[config.mk]
export PLATFORM = sky130hd
export DESIGN_NAME = alu_func_sel_pipe
export DESIGN_NICKNAME = d
export VERILOG_FILES = /design/src/rtl/alu_func_sel_pipe.sv
export SDC_FILE = /design/constraint.sdc
export NUM_CORES = 1
export LEC_CHECK = 0
export BUFFER_PORTS_ARGS = -buffer_cell sky130_fd_sc_hd__buf_2
export CORE_MARGIN = 2
export CORE_UTILIZATION = 52
export CTS_BUF_LIST = sky130_fd_sc_hd__clkbuf_8 sky130_fd_sc_hd__clkbuf_16
export DETAILED_ROUTE_END_ITERATION = 8
export GPL_TIMING_DRIVEN = 0
export PLACE_DENSITY_LB_ADDON = 0.08
export SETUP_SLACK_MARGIN = 0.5
export SYNTH_ARGS = -nofsm -noshare
export SYNTH_HDL_FRONTEND = slang
export SYNTH_SLANG_ARGS = --single-unit
[constraint.sdc]
create_clock -name clk -period 2.2 [get_ports clk]
set_clock_uncertainty 0.15 [all_clocks]
set_input_delay 0.22 -clock clk [delete_from_list [all_inputs] [get_ports clk]]
set_output_delay 0.22 -clock clk [all_outputs]
set_load 0.05 [all_outputs]
[src/rtl/alu_func_sel_pipe.sv]
// ALU function-select stage with a 2-entry output FIFO and a stall counter.
// The selected ALU control code and its ALUOp are captured on accept and
// presented from registers only, so out_* carry no combinational path from inputs.
//
// state   | meaning
// --------+-----------------------------------------------
// S_EMPTY | no buffered entry, out_valid=0, in_ready=1
// S_ONE   | head valid, tail free, out_valid=1, in_ready=1
// S_FULL  | head and tail valid, out_valid=1, in_ready=0
module alu_func_sel_pipe #(
    parameter int             W        = 6,
    parameter logic [W-1:0]   ADD_CODE = 6'b100000,
    parameter logic [W-1:0]   SUB_CODE = 6'b100010,
    parameter int             CNT_W    = 16
) (
    input  logic             clk,
    input  logic             rst,
    input  logic             in_valid,
    output logic             in_ready,
    input  logic [1:0]       ALUOp,
    input  logic [W-1:0]     Opcode,
    input  logic [W-1:0]     Funct,
    input  logic             flush,
    output logic             out_valid,
    input  logic             out_ready,
    output logic [W-1:0]     out_code,
    output logic [1:0]       out_src,
    output logic [CNT_W-1:0] stall_cnt
);

    typedef enum logic [1:0] {
        S_EMPTY = 2'd0,
        S_ONE   = 2'd1,
        S_FULL  = 2'd2
    } state_t;

    localparam int EW = W + 2;

    state_t           state_q, state_d;
    logic [EW-1:0]    head_q, head_d;
    logic [EW-1:0]    tail_q, tail_d;
    logic [CNT_W-1:0] stall_q, stall_d;
    logic [W-1:0]     sel_code;
    logic [EW-1:0]    sel_entry;
    logic             push, pop;

    assign in_ready  = (state_q != S_FULL);
    assign out_valid = (state_q != S_EMPTY);
    assign out_code  = head_q[W-1:0];
    assign out_src   = head_q[EW-1:W];
    assign stall_cnt = stall_q;

    assign push = in_valid & in_ready;
    assign pop  = out_valid & out_ready;

    // Code selection from ALUOp; each entry keeps its ALUOp alongside the code.
    always_comb begin
        sel_code = ADD_CODE;
        case (ALUOp)
            2'b00:   sel_code = ADD_CODE;
            2'b01:   sel_code = SUB_CODE;
            2'b10:   sel_code = Funct;
            default: sel_code = Opcode;
        endcase
        sel_entry = {ALUOp, sel_code};
    end

    // Occupancy next-state and FIFO slot updates; head is always slot 0.
    always_comb begin
        state_d = state_q;
        head_d  = head_q;
        tail_d  = tail_q;
        if (flush) begin
            state_d = S_EMPTY;
        end else begin
            case (state_q)
                S_EMPTY: begin
                    if (push) begin
                        head_d  = sel_entry;
                        state_d = S_ONE;
                    end
                end
                S_ONE: begin
                    if (push && pop) begin
                        head_d = sel_entry;
                    end else if (push) begin
                        tail_d  = sel_entry;
                        state_d = S_FULL;
                    end else if (pop) begin
                        state_d = S_EMPTY;
                    end
                end
                S_FULL: begin
                    if (pop) begin
                        head_d  = tail_q;
                        state_d = S_ONE;
                    end
                end
                default: state_d = S_EMPTY;
            endcase
        end
    end

    // Saturating count of cycles where the head is offered but not taken.
    always_comb begin
        stall_d = stall_q;
        if (out_valid && !out_ready && !flush && (stall_q != {CNT_W{1'b1}})) begin
            stall_d = stall_q + CNT_W'(1);
        end
    end

    // State, FIFO slots and counter registers with synchronous reset.
    always_ff @(posedge clk) begin
        if (rst) begin
            state_q <= S_EMPTY;
            head_q  <= '0;
            tail_q  <= '0;
            stall_q <= '0;
        end else begin
            state_q <= state_d;
            head_q  <= head_d;
            tail_q  <= tail_d;
            stall_q <= stall_d;
        end
    end

endmodule

# Yosys cells after proc, flatten, opt, wreduce, memory -nomap -nowiden
# Index checks and enable logic that the tools add are counted.
[classes]
n_lt_le_gt_ge = 0
multipliers = 0
div_mod_pow = 0
add_sub_neg = 1
n_bitwise = 4
shift = 0
n_reduce_logical = 14
n_eq_ne = 11
muxes = 11
[op_table]
columns = ["cell", "count"]
rows = [
  ["2-to-1 mux 8 bit", 3],
  ["one-hot mux 8 bit (3 select lines)", 1],
  ["one-hot mux 6 bit (3 select lines)", 1],
  ["adder 16 x 1 -> 16 bit (second input constant)", 1],
  ["!= test 16 bit (second input constant)", 1],
  ["2-to-1 mux 2 bit", 5],
  ["!= test 2 bit (second input constant)", 5],
  ["AND reduction 4 bit", 2],
  ["one-hot mux 2 bit (3 select lines)", 1],
  ["AND reduction 5 bit", 1],
  ["== test 2 x 1 -> 1 bit (second input constant)", 2],
  ["== test 2 bit (second input constant)", 2],
  ["logical AND 1 bit", 4],
  ["logical NOT 2 bit", 2],
  ["!= test 3 bit (second input constant)", 1],
  ["nonzero test 3 bit", 1],
  ["AND 1 bit", 2],
  ["logical NOT 1 bit", 2],
  ["inverter 1 bit", 2],
  ["nonzero test 2 bit", 1],
  ["OR reduction 2 bit", 1],
]
[word_totals]
latchBits = 0
ramBits = 0
memories = 0
rom_bits = 0
reg_bits = 34
output_inout_bits = 26
wordCells = 45
input_bits = 19

# Longest topological paths before layout
# Gate-level depths: netlist of the first run.
[logic_depth]
depth_word = 6
ltp_mapped = 6
mapped_depth_nobuf = 5

# Worst setup path after synthesis of the first run
# No wires, ideal clock.
[synth_timing]
path_kind = "register to register"
startpoint = "reg stall_q[11] (netlist: stall_cnt[11])"
endpoint = "reg stall_q[15] (netlist: stall_cnt[15])"
slack_ns = -0.046
period_less_slack_ns = 2.246
arrival_ns = 2.025
stages_incl_launch_ff = 5
cell_sequence = "dfxtp_1 > nand3_1 > or4_1 > or4_1 > a21oi_1"
[synth_between]
elab_chain_len = 2
elab_cells_between_ends = 3
[synth_lines]
columns = ["element", "line_no", "text"]
rows = [
  ["from (decl)", "42", "logic [CNT_W-1:0] stall_q, stall_d;"],
  ["from (signal assigned)", "123", "stall_q <= stall_d;"],
  ["parallel branches: the longest is 2 deep, another holds adder 16 x 1 -> 16 bit", "--", ""],
]
# Several ways; the timed one is not identified.
# A chain may end at the register's enable or synchronous reset.

# Worst setup path after layout of the first run
[layout_timing]
startpoint = "reg stall_q[3] (netlist: stall_cnt[3])"
endpoint = "reg stall_q[13] (netlist: stall_cnt[13])"
# Same word-level chain as after synthesis.

==> reports/qor.yml, run 1 <==
outcome:
  status: "complete, no violations"
global_route:
  grt_pass1_wl_mm: 7.189
  grt_max_degree: 11
  grt_pass1_vias: 1627
  grt.overflow.total: 0
  antenna_found_initial: 0
  track_usage_pct: 25.76
final_layout:
  final_nets: 298
  multi_input_area_mm2: 0.001152
  fin_area_mm2: 0.002620
  post-route-util_pct: 79.77
  regArea_um2: 745.7
  n_antenna_cell: 0
  layout_common_cells: "buf_2, buf_4, mux2i_1, nor2_1, dfxtp_4"
  final_common_cell: "buf_2"
  area_growth_pct: 50.54
  nFillCells: 215
  drive_gt1_share_pct: 48.03
power_and_ir_drop:
  clkPwrFrac_pct: 37.1
  power.share.sequential_pct: 48.4
  power_switching_uw: 359.2
  p_total_mw: 1.281
  vdd_drop_max_mv: 0.3062
  leakage_nw: 1.168
  power_frac_comb_pct: 14.4
  p_sw_share_pct: 28.05
  p_per_area_mw_per_mm2: 488.9
  p_int_uw: 921.6
detailed_routing:
  vias_per_cell: 5.849
  drtAntennaViolNets: 0
  wl_per_cell_um: 15.53
  vias: 1901
  drt-total-wl_mm: 5.047
  drc_errors: 0
  firstDrtPassIters: 4
  drt_iter0_drc: 194
logic_synthesis:
  syn_area_mm2: 0.001740
  yosysUniqueCellTypes: 46
  yosys-top-cells-area: "dfxtp_1, mux2i_1, nor2_1"
  yosysWarnings: 0
  synth_area_leader_cell: "dfxtp_1"
  synth.top_cell.area_share_pct: 39.11
  synth.net_count: 213
  synth.avg_cell_area_um2: 9.018
  syn-instance-count: 193
  synth_ff_type: "dfxtp_1"
  ys_seq_area_share_pct: 39.11
  synth_edf_count: 0
  async_reset_ff_share_pct: 0
  synth-seq-cells: 34
clocking:
  cts_max_path_buffers: 2
  clock_sinks: 34
  cts_hold_buf: 0
  cts_tree: "built"
  cts_htree_levels: 2
  clk_pin_slew_ns: 0.07
  root_buffer: "clkbuf_8"
  insertion_delay_ns: 0.29
  cts_buffers: 5
setup_path:
  startpoint_type: "flop"
  worstPathMaxFanout: 5
  critPathRequiredTime_ns: 2.26
  max_stage_delay_ns: 0.56
  crit_type: "flop to flop"
  cp_cell_sequence: "nand4_4 -> or4_4 -> or4_1 -> a21oi_1"
  cp_slowest_cell: "or4_4"
  cp-end-kind: "flop"
  crit_arrival_ns: 1.89
timing:
  tns_ns: 0
  period_needed_ns: 1.824
  finalSetupViolations: 0
  period_share_pct: 82.92
  tightest_slew_ns: 0.5689
  hold_viol_final: 0
  relSlewSlack_pct: 62.07
  layout_setup_ws_ns: 0.3757
  fmaxAchievable_mhz: 548.2
  rsz0062_at_grt: "yes"
  drv_slew: 0
placed_design:
  pre_cts_ws_ns: 0.1584
  io_buffers: 42
  gp_congestion: 0.8688
  dp_hpwl_mm: 3.080
  placed_area_mm2: 0.002128
floorplan:
  fp.dieW_um: 61.85
  die-area_mm2: 0.003825
  start_util_pct: 52.99
  num_rows: 21
  io_pins: 45
  fp.dieH_um: 61.85
  core_area_mm2: 0.003284
worst_hold_path:
  hold_class: "primary input to flop"
flow_run:
  cap_violations: 0
[area by class of cell]
class,count,area share [%]
multi-input combinational,145,43.98
tap,46,2.197
timing repair buffer,78,18.86
inverter,4,0.6686
buffer,10,2.340
clock inverter,2,0.3343
clock buffer,6,3.152
sequential,34,28.46
[path summary, 6_finish.rpt]
kind	start	to	slack, ns	cells past startpoint
setup reg to reg	stall_cnt[3]	stall_cnt[13]	0.38	4
hold / removal	out_ready	state_q[1]	0.03	2
setup / recovery	stall_cnt[3]	stall_cnt[13]	0.38	4
hold reg to reg	head_q[5]	head_q[5]	0.33	2
[cell families after synthesis]
family          count (synthesis)  share of synthesized area, %
compound gates                 45                         17.61
flops                          34                         39.11
fa+ha+maj                       1                        0.7188
mux                            23                         13.30
simple gates                   76                         25.88
buf+inv                        14                         3.379
[cells in the mapped netlist, types with 2 or more instances]
| library cell | count |
|---|---|
| a211oi_1 | 7 |
| a21oi_1 | 15 |
| buf_2 | 2 |
| clkbuf_1 | 7 |
| dfxtp_1 | 34 |
| inv_1 | 3 |
| mux2i_1 | 22 |
| nand2_1 | 10 |
| nand3_1 | 5 |
| nand4_1 | 3 |
| nor2_1 | 21 |
| nor2b_1 | 7 |
| nor3_1 | 3 |
| nor4_1 | 3 |
| o21ai_0 | 3 |
| o31ai_1 | 8 |
| or3_1 | 2 |
| or4_1 | 10 |
[timing repair]
| item | 4_1_cts | 5_1_grt |
|---|---|---|
| setup endpoints to repair | 17 | 25 |
| buffers inserted | 20 | 16 |
| resized for setup | 13 | 17 |
| pin swaps | 11 | 5 |
[per-stage QoR]
stage	std cells	hold WS, ns
after floorplan	193	0.1395
after global placement	281	0.2913
after detailed placement	281	0.3044
after CTS	309	0.006836
after global routing	325	0.04473
final	325	0.02656
[registers in the layout, indices dropped and copies added, names as in the netlist]
register and cells:
stall_cnt 16, state_q 2, tail_q 8, head_q 8
[layer usage]
layer	track usage, %	share of wire [%]	vias up
met5	0	0	-
met4	10.64	1.8	0
met3	6.418	5.0	10
met2	48.87	54	67
met1	26.71	39	907
li1	-	-	917
[power groups by stage]
stage | registers [mW] | clock network (mW) | logic [mW]
2_1_floorplan | 0.682 | 0 | 0.0763
3_3_place_gp | 0.637 | 0 | 0.165
3_5_place_dp | 0.638 | 0 | 0.171
4_1_cts | 0.622 | 0.480 | 0.175
5_1_grt | 0.622 | 0.508 | 0.200
6_report | 0.621 | 0.475 | 0.185
[critical path: cells and delay by family (launching register included)]
family / cells / cell delay (ns)
AO/OA/AOI/OAI: 1 / 0.12
flip-flops: 1 / 0.38
AND/OR/NAND/NOR: 3 / 1.10
Power figures use the tool's default switching activity.
==> run 2: changes to the inputs <==
Settings changed: ABC_AREA from default to 1, CORE_UTILIZATION 52 to 48.
Clock period 2.2 ns to 1.6 ns, I/O delays scaled along.
==> reports/qor.yml, run 2 <==
power_and_ir_drop:
  power.share.sequential_pct: 45.9
  clkPwrFrac_pct: 34.0
  p_per_area_mw_per_mm2: 539.6
  leakage_nw: 1.478
  vdd_drop_max_mv: 0.4509
  p_int_mw: 1.285
  power_frac_comb_pct: 20.1
  p_sw_share_pct: 31.47
  power_switching_uw: 590.1
  p_total_mw: 1.875
clocking:
  cts_tree: "built"
  cts_buffers: 5
  clock_sinks: 34
  root_buffer: "clkbuf_8"
  insertion_delay_ns: 0.30
  cts_htree_levels: 2
  clk_pin_slew_ns: 0.08
  cts_max_path_buffers: 2
timing:
  tns_ns: -0.3264
  finalSetupViolations: 8
  hold_viol_final: 0
  fmaxAchievable_mhz: 574.6
  period_needed_ns: 1.740
  hold_slack_ns: 0.05396
  drv_slew: 0
  layout_setup_ws_ns: -0.1404
  period_share_pct: 108.8
  relSlewSlack_pct: 50.11
  rsz0062_at_grt: "yes"
  tightest_slew_ns: 0.7484
floorplan:
  io_pins: 45
  core_area_mm2: 0.003716
  die-area_mm2: 0.004432
  num_rows: 22
  fp.dieW_um: 66.57
  start_util_pct: 50.57
  fp.dieH_um: 66.57
global_route:
  grt_pass1_wl_mm: 10.26
  antenna_found_initial: 0
  grt.overflow.total: 0
  grt_pass1_vias: 2387
  grt_max_degree: 11
  track_usage_pct: 30.46
placed_design:
  gp_congestion: 0.9100
  io_buffers: 43
  placed_area_mm2: 0.002315
  dp_hpwl_mm: 3.321
  dp_cells: 379
detailed_routing:
  drc_errors: 0
  drt-total-wl_mm: 8.529
  wl_per_cell_um: 19.17
  drtAntennaViolNets: 0
  vias: 2632
  firstDrtPassIters: 5
  drt_iter0_drc: 434
  vias_per_cell: 5.915
logic_synthesis:
  synth.net_count: 308
  synth-seq-cells: 34
  yosysMostFrequentCell: "nand2_1"
  synth_ff_type: "dfxtp_1"
  synth_area_leader_cell: "dfxtp_1"
  async_reset_ff_share_pct: 0
  synth.avg_cell_area_um2: 6.525
  synth_edf_count: 0
  syn-instance-count: 288
  synth.top_cell.area_share_pct: 36.22
  syn_area_mm2: 0.001879
  yosys-top-cells-area: "dfxtp_1, nand2_1, nor2_1"
  yosysUniqueCellTypes: 26
  ys_seq_area_share_pct: 36.22
  yosysWarnings: 0
  synth_common_cells: "nand2_1, nor2_1, dfxtp_1"
setup_path:
  cp-end-kind: "flop"
  startpoint: "stall_cnt[1]"
  crit_arrival_ns: 1.78
  worstPathMaxFanout: 5
  max_stage_delay_ns: 0.36
  cp_cell_sequence: "buf_4 -> buf_6 -> nand3_4 -> nor2_4 -> nand2_1 -> nor2_1 -> nand3_1 -> nand2_1 -> nor2_1"
  rr_startpoint: "stall_cnt[1]"
  cp_slowest_cell: "dfxtp_4"
  crit_type: "flop to flop"
  critPathRequiredTime_ns: 1.64
  startpoint_type: "flop"
final_layout:
  layout_common_cells: "nand2_1, buf_6, buf_4, inv_1, buf_8"
  n_antenna_cell: 0
  area_growth_pct: 84.89
  largest_reg_flops: 16
  nFillCells: 116
  drive_gt1_share_pct: 55.42
  fin_cells: 445
  multi_input_area_mm2: 0.001373
  final_nets: 416
  regArea_um2: 758.2
  final_common_cell: "nand2_1"
  fin_area_mm2: 0.003475
outcome:
  status: "complete, but fails checks"
  violations: "setup timing"
worst_hold_path:
  hold_class: "primary input to flop"
  min_from: "Opcode[4]"
flow_run:
  cap_violations: 0
==> run 2: what timing repair did <==
item | 4_1_cts | 5_1_grt
hold endpoints to repair | 1 | 0
hold buffers | 1 | 0
gates cloned | 3 | 0
gates resized for setup | 132 | 55
pin swaps | 19 | 28
setup endpoints to repair | 58 | 57
buffers inserted | 34 | 20
==> run 2: cells by family after synthesis <==
group	count (synthesis)	synth area share, %
DFF	34	36.22
and+or+nand+nor	155	35.42
AOI/OAI and AO/OA	52	15.65
xor gates and xnor gates	7	3.262
adders and majority gates	1	0.6657
buffers and inverters	39	8.787
==> run 2: area by class of cell <==
type / instances / area share, %
Buffer: 9 / 2.197
Sequential cell: 34 / 21.82
Timing Repair Buffer: 101 / 28.92
Clock inverter: 3 / 0.3241
Clock buffer: 5 / 1.981
Inverter: 30 / 3.529
Multi-Input combinational cell: 215 / 39.50
Tap cell: 48 / 1.728
==> run 2: power groups by stage <==
stage	logic, mW	clock network [mW]	registers, mW
5_1_grt	0.399	0.664	0.863
3_5_place_dp	0.235	0	0.879
6_report	0.377	0.637	0.861
2_1_floorplan	0.119	0	0.930
4_1_cts	0.308	0.608	0.860
3_3_place_gp	0.233	0	0.879
==> run 2: worst max-delay path, delay by kind of cell (launching register included) <==
kind	cells	cell delay [ns]
simple gates	7	0.88
flops	1	0.36
buf+inv	2	0.24
==> run 2: metrics by stage <==
step / util, % / worst slack (ns)
2_1_floorplan: - / -0.0002413
3_3_place_gp: 62.29 / -0.05066
3_5_place_dp: 62.29 / -0.09683
4_1_cts: 84.14 / 0.02537
5_1_grt: 93.50 / -0.2015
6_report: 93.50 / -0.1404
==> run 2: path summary, 6_finish.rpt <==
path | endpoint | slack (ns) | cells past startpoint
setup / recovery | stall_cnt[15] | -0.14 | 9
hold reg to reg | head_q[6] | 0.32 | 2
hold / removal | tail_q[4] | 0.05 | 3
setup reg to reg | stall_cnt[15] | -0.14 | 9
==> run 2: metal layers <==
metal	track usage [%]	vias up	part of all wire, %
met1	32.88	1189	35
met2	54.50	222	48
met3	6.588	75	9.7
li1	-	1146	-
met4	17.09	0	7.0
met5	0	-	0
==> run 3: changes to the inputs <==
Settings changed: ABC_CLOCK_PERIOD_IN_PS from default to 1600, REMOVE_ABC_BUFFERS from default to 1.
==> reports/qor.yml, run 3 (same netlist as run 2, synthesis figures left out) <==
floorplan:
  io_pins: 45
  fp.dieW_um: 66.57
  fp.dieH_um: 66.57
  die-area_mm2: 0.004432
  num_rows: 22
  start_util_pct: 50.57
  core_area_mm2: 0.003716
outcome:
  violations: "setup timing"
  status: "complete, but fails checks"
final_layout:
  layout_common_cells: "nand2_1, inv_1, nor2_1, buf_8, buf_4"
  final_common_cell: "nand2_1"
  n_antenna_cell: 0
  final_nets: 378
  drive_gt1_share_pct: 40.90
  nFillCells: 264
  fin_cells: 405
  area_growth_pct: 55.13
  largest_reg_flops: 16
setup_path:
  worstPathMaxFanout: 8
  critPathRequiredTime_ns: 1.61
  cp_cell_sequence: "ha_4 -> inv_4 -> nor2_4 -> nand2_4 -> buf_6 -> nor2_4 -> nor2_4 -> nand2_1 -> a21oi_1"
  cp_common_cell: "nor2_4"
  max_stage_delay_ns: 0.36
  crit_type: "flop to flop"
  cp_slowest_cell: "dfxtp_4"
  crit_arrival_ns: 1.63
  startpoint_type: "flop"
  cp-end-kind: "flop"
  critPathTopFamily: "simple AND/OR/NAND/NOR gates"
  cp_num_buf_inv: 2
clocking:
  clock_sinks: 34
  cts_tree: "built"
  cts_max_path_buffers: 2
  cts_buffers: 5
  root_buffer: "clkbuf_8"
  cts_htree_levels: 2
  insertion_delay_ns: 0.29
  clk_pin_slew_ns: 0.07
detailed_routing:
  drtAntennaViolNets: 0
  drc_errors: 0
  firstDrtPassIters: 4
  vias: 2152
  vias_per_cell: 5.314
  drt_iter0_drc: 145
  wl_per_cell_um: 13.93
  drt-total-wl_mm: 5.641
power_and_ir_drop:
  leakage_nw: 1.165
  p_per_area_mw_per_mm2: 610.6
  p_total_mw: 1.780
  vdd_drop_max_mv: 0.6022
timing:
  finalSetupViolations: 1
  drv_slew: 0
  period_share_pct: 100.9
  tns_ns: -0.01440
  layout_setup_ws_ns: -0.01440
  hold_viol_final: 0
  tightest_slew_ns: 0.4643
  rsz0062_at_grt: "yes"
  period_needed_ns: 1.614
  fmaxAchievable_mhz: 619.4
  relSlewSlack_pct: 69.01
placed_design:
  gp_congestion: 0.7801
  dp_cells: 371
  io_buffers: 44
  pre_cts_ws_ns: -0.4562
  dp_hpwl_mm: 2.920
global_route:
  grt_pass1_wl_mm: 8.956
  track_usage_pct: 26.72
  grt_max_degree: 18
  grt.overflow.total: 0
  antenna_found_initial: 0
  grt_pass1_vias: 2036
worst_hold_path:
  hold_class: "primary input to flop"
flow_run:
  cap_violations: 0
run 3: layout make-up:
| type | instances | area (um2) | area share, % |
|---|---|---|---|
| Timing Repair Buffer | 70 | 720.7 | 24.72 |
| Inverter | 30 | 115.1 | 3.948 |
| Tap cell | 48 | 60.06 | 2.060 |
| Multi-Input combinational cell | 217 | 1186 | 40.69 |
| Sequential cell | 34 | 750.7 | 25.75 |
| Clock buffer | 6 | 82.58 | 2.833 |
run 3: what timing repair did:
| item | 4_1_cts | 5_1_grt |
|---|---|---|
| gates cloned | 3 | 0 |
| endpoints found under the setup margin | 60 | 59 |
| pin swaps | 19 | 9 |
| resized for setup | 132 | 29 |
| buffers inserted | 18 | 7 |
| hold endpoints to repair | 1 | 0 |
run 3: tightest hold or removal path, cell delays in order:
cell and delay (ns):
buf_2 0.10, nor2_1 0.05, nand2_1 0.05, a21oi_1 0.03
run 3: layer usage:
metal  global-route usage, %  share of wire, %  wire length (um)  vias up
met3                   7.770               6.6               372       24
met1                   28.16                40              2231      981
met2                   47.25                49              2781       84
met5                       0                 0                 0        -
li1                        -                 -                 -     1063
met4                   14.80               4.6               257        0
run 3: path summary, 6_finish.rpt:
kind	from	end	slack (ns)	cells after the start
max	stall_cnt[1]	stall_cnt[6]	-0.01	9
min reg2reg	tail_q[2]	tail_q[2]	0.31	2
max reg2reg	stall_cnt[1]	stall_cnt[6]	-0.01	9
min	flush	state_q[1]	0.0002	4
run 3: report_power, final:
group | switching (mW) | internal (mW)
clock network | 0.305 | 0.332
logic | 0.166 | 0.113
registers | 0.0174 | 0.846
total | 0.489 | 1.29
run 3: through the flow:
| stage | hold WS, ns | cell area [um2] | util, % |
|---|---|---|---|
| 6_report | 0.0001771 | 2915 | 78.45 |
| 5_1_grt | 0.01605 | 2915 | 78.45 |
| 4_1_cts | -0.009159 | 2769 | 74.51 |
| 3_5_place_dp | 0.2939 | 2107 | 56.70 |
| 3_3_place_gp | 0.2932 | 2107 | 56.70 |
| 2_1_floorplan | 0.07244 | 1827 | - |
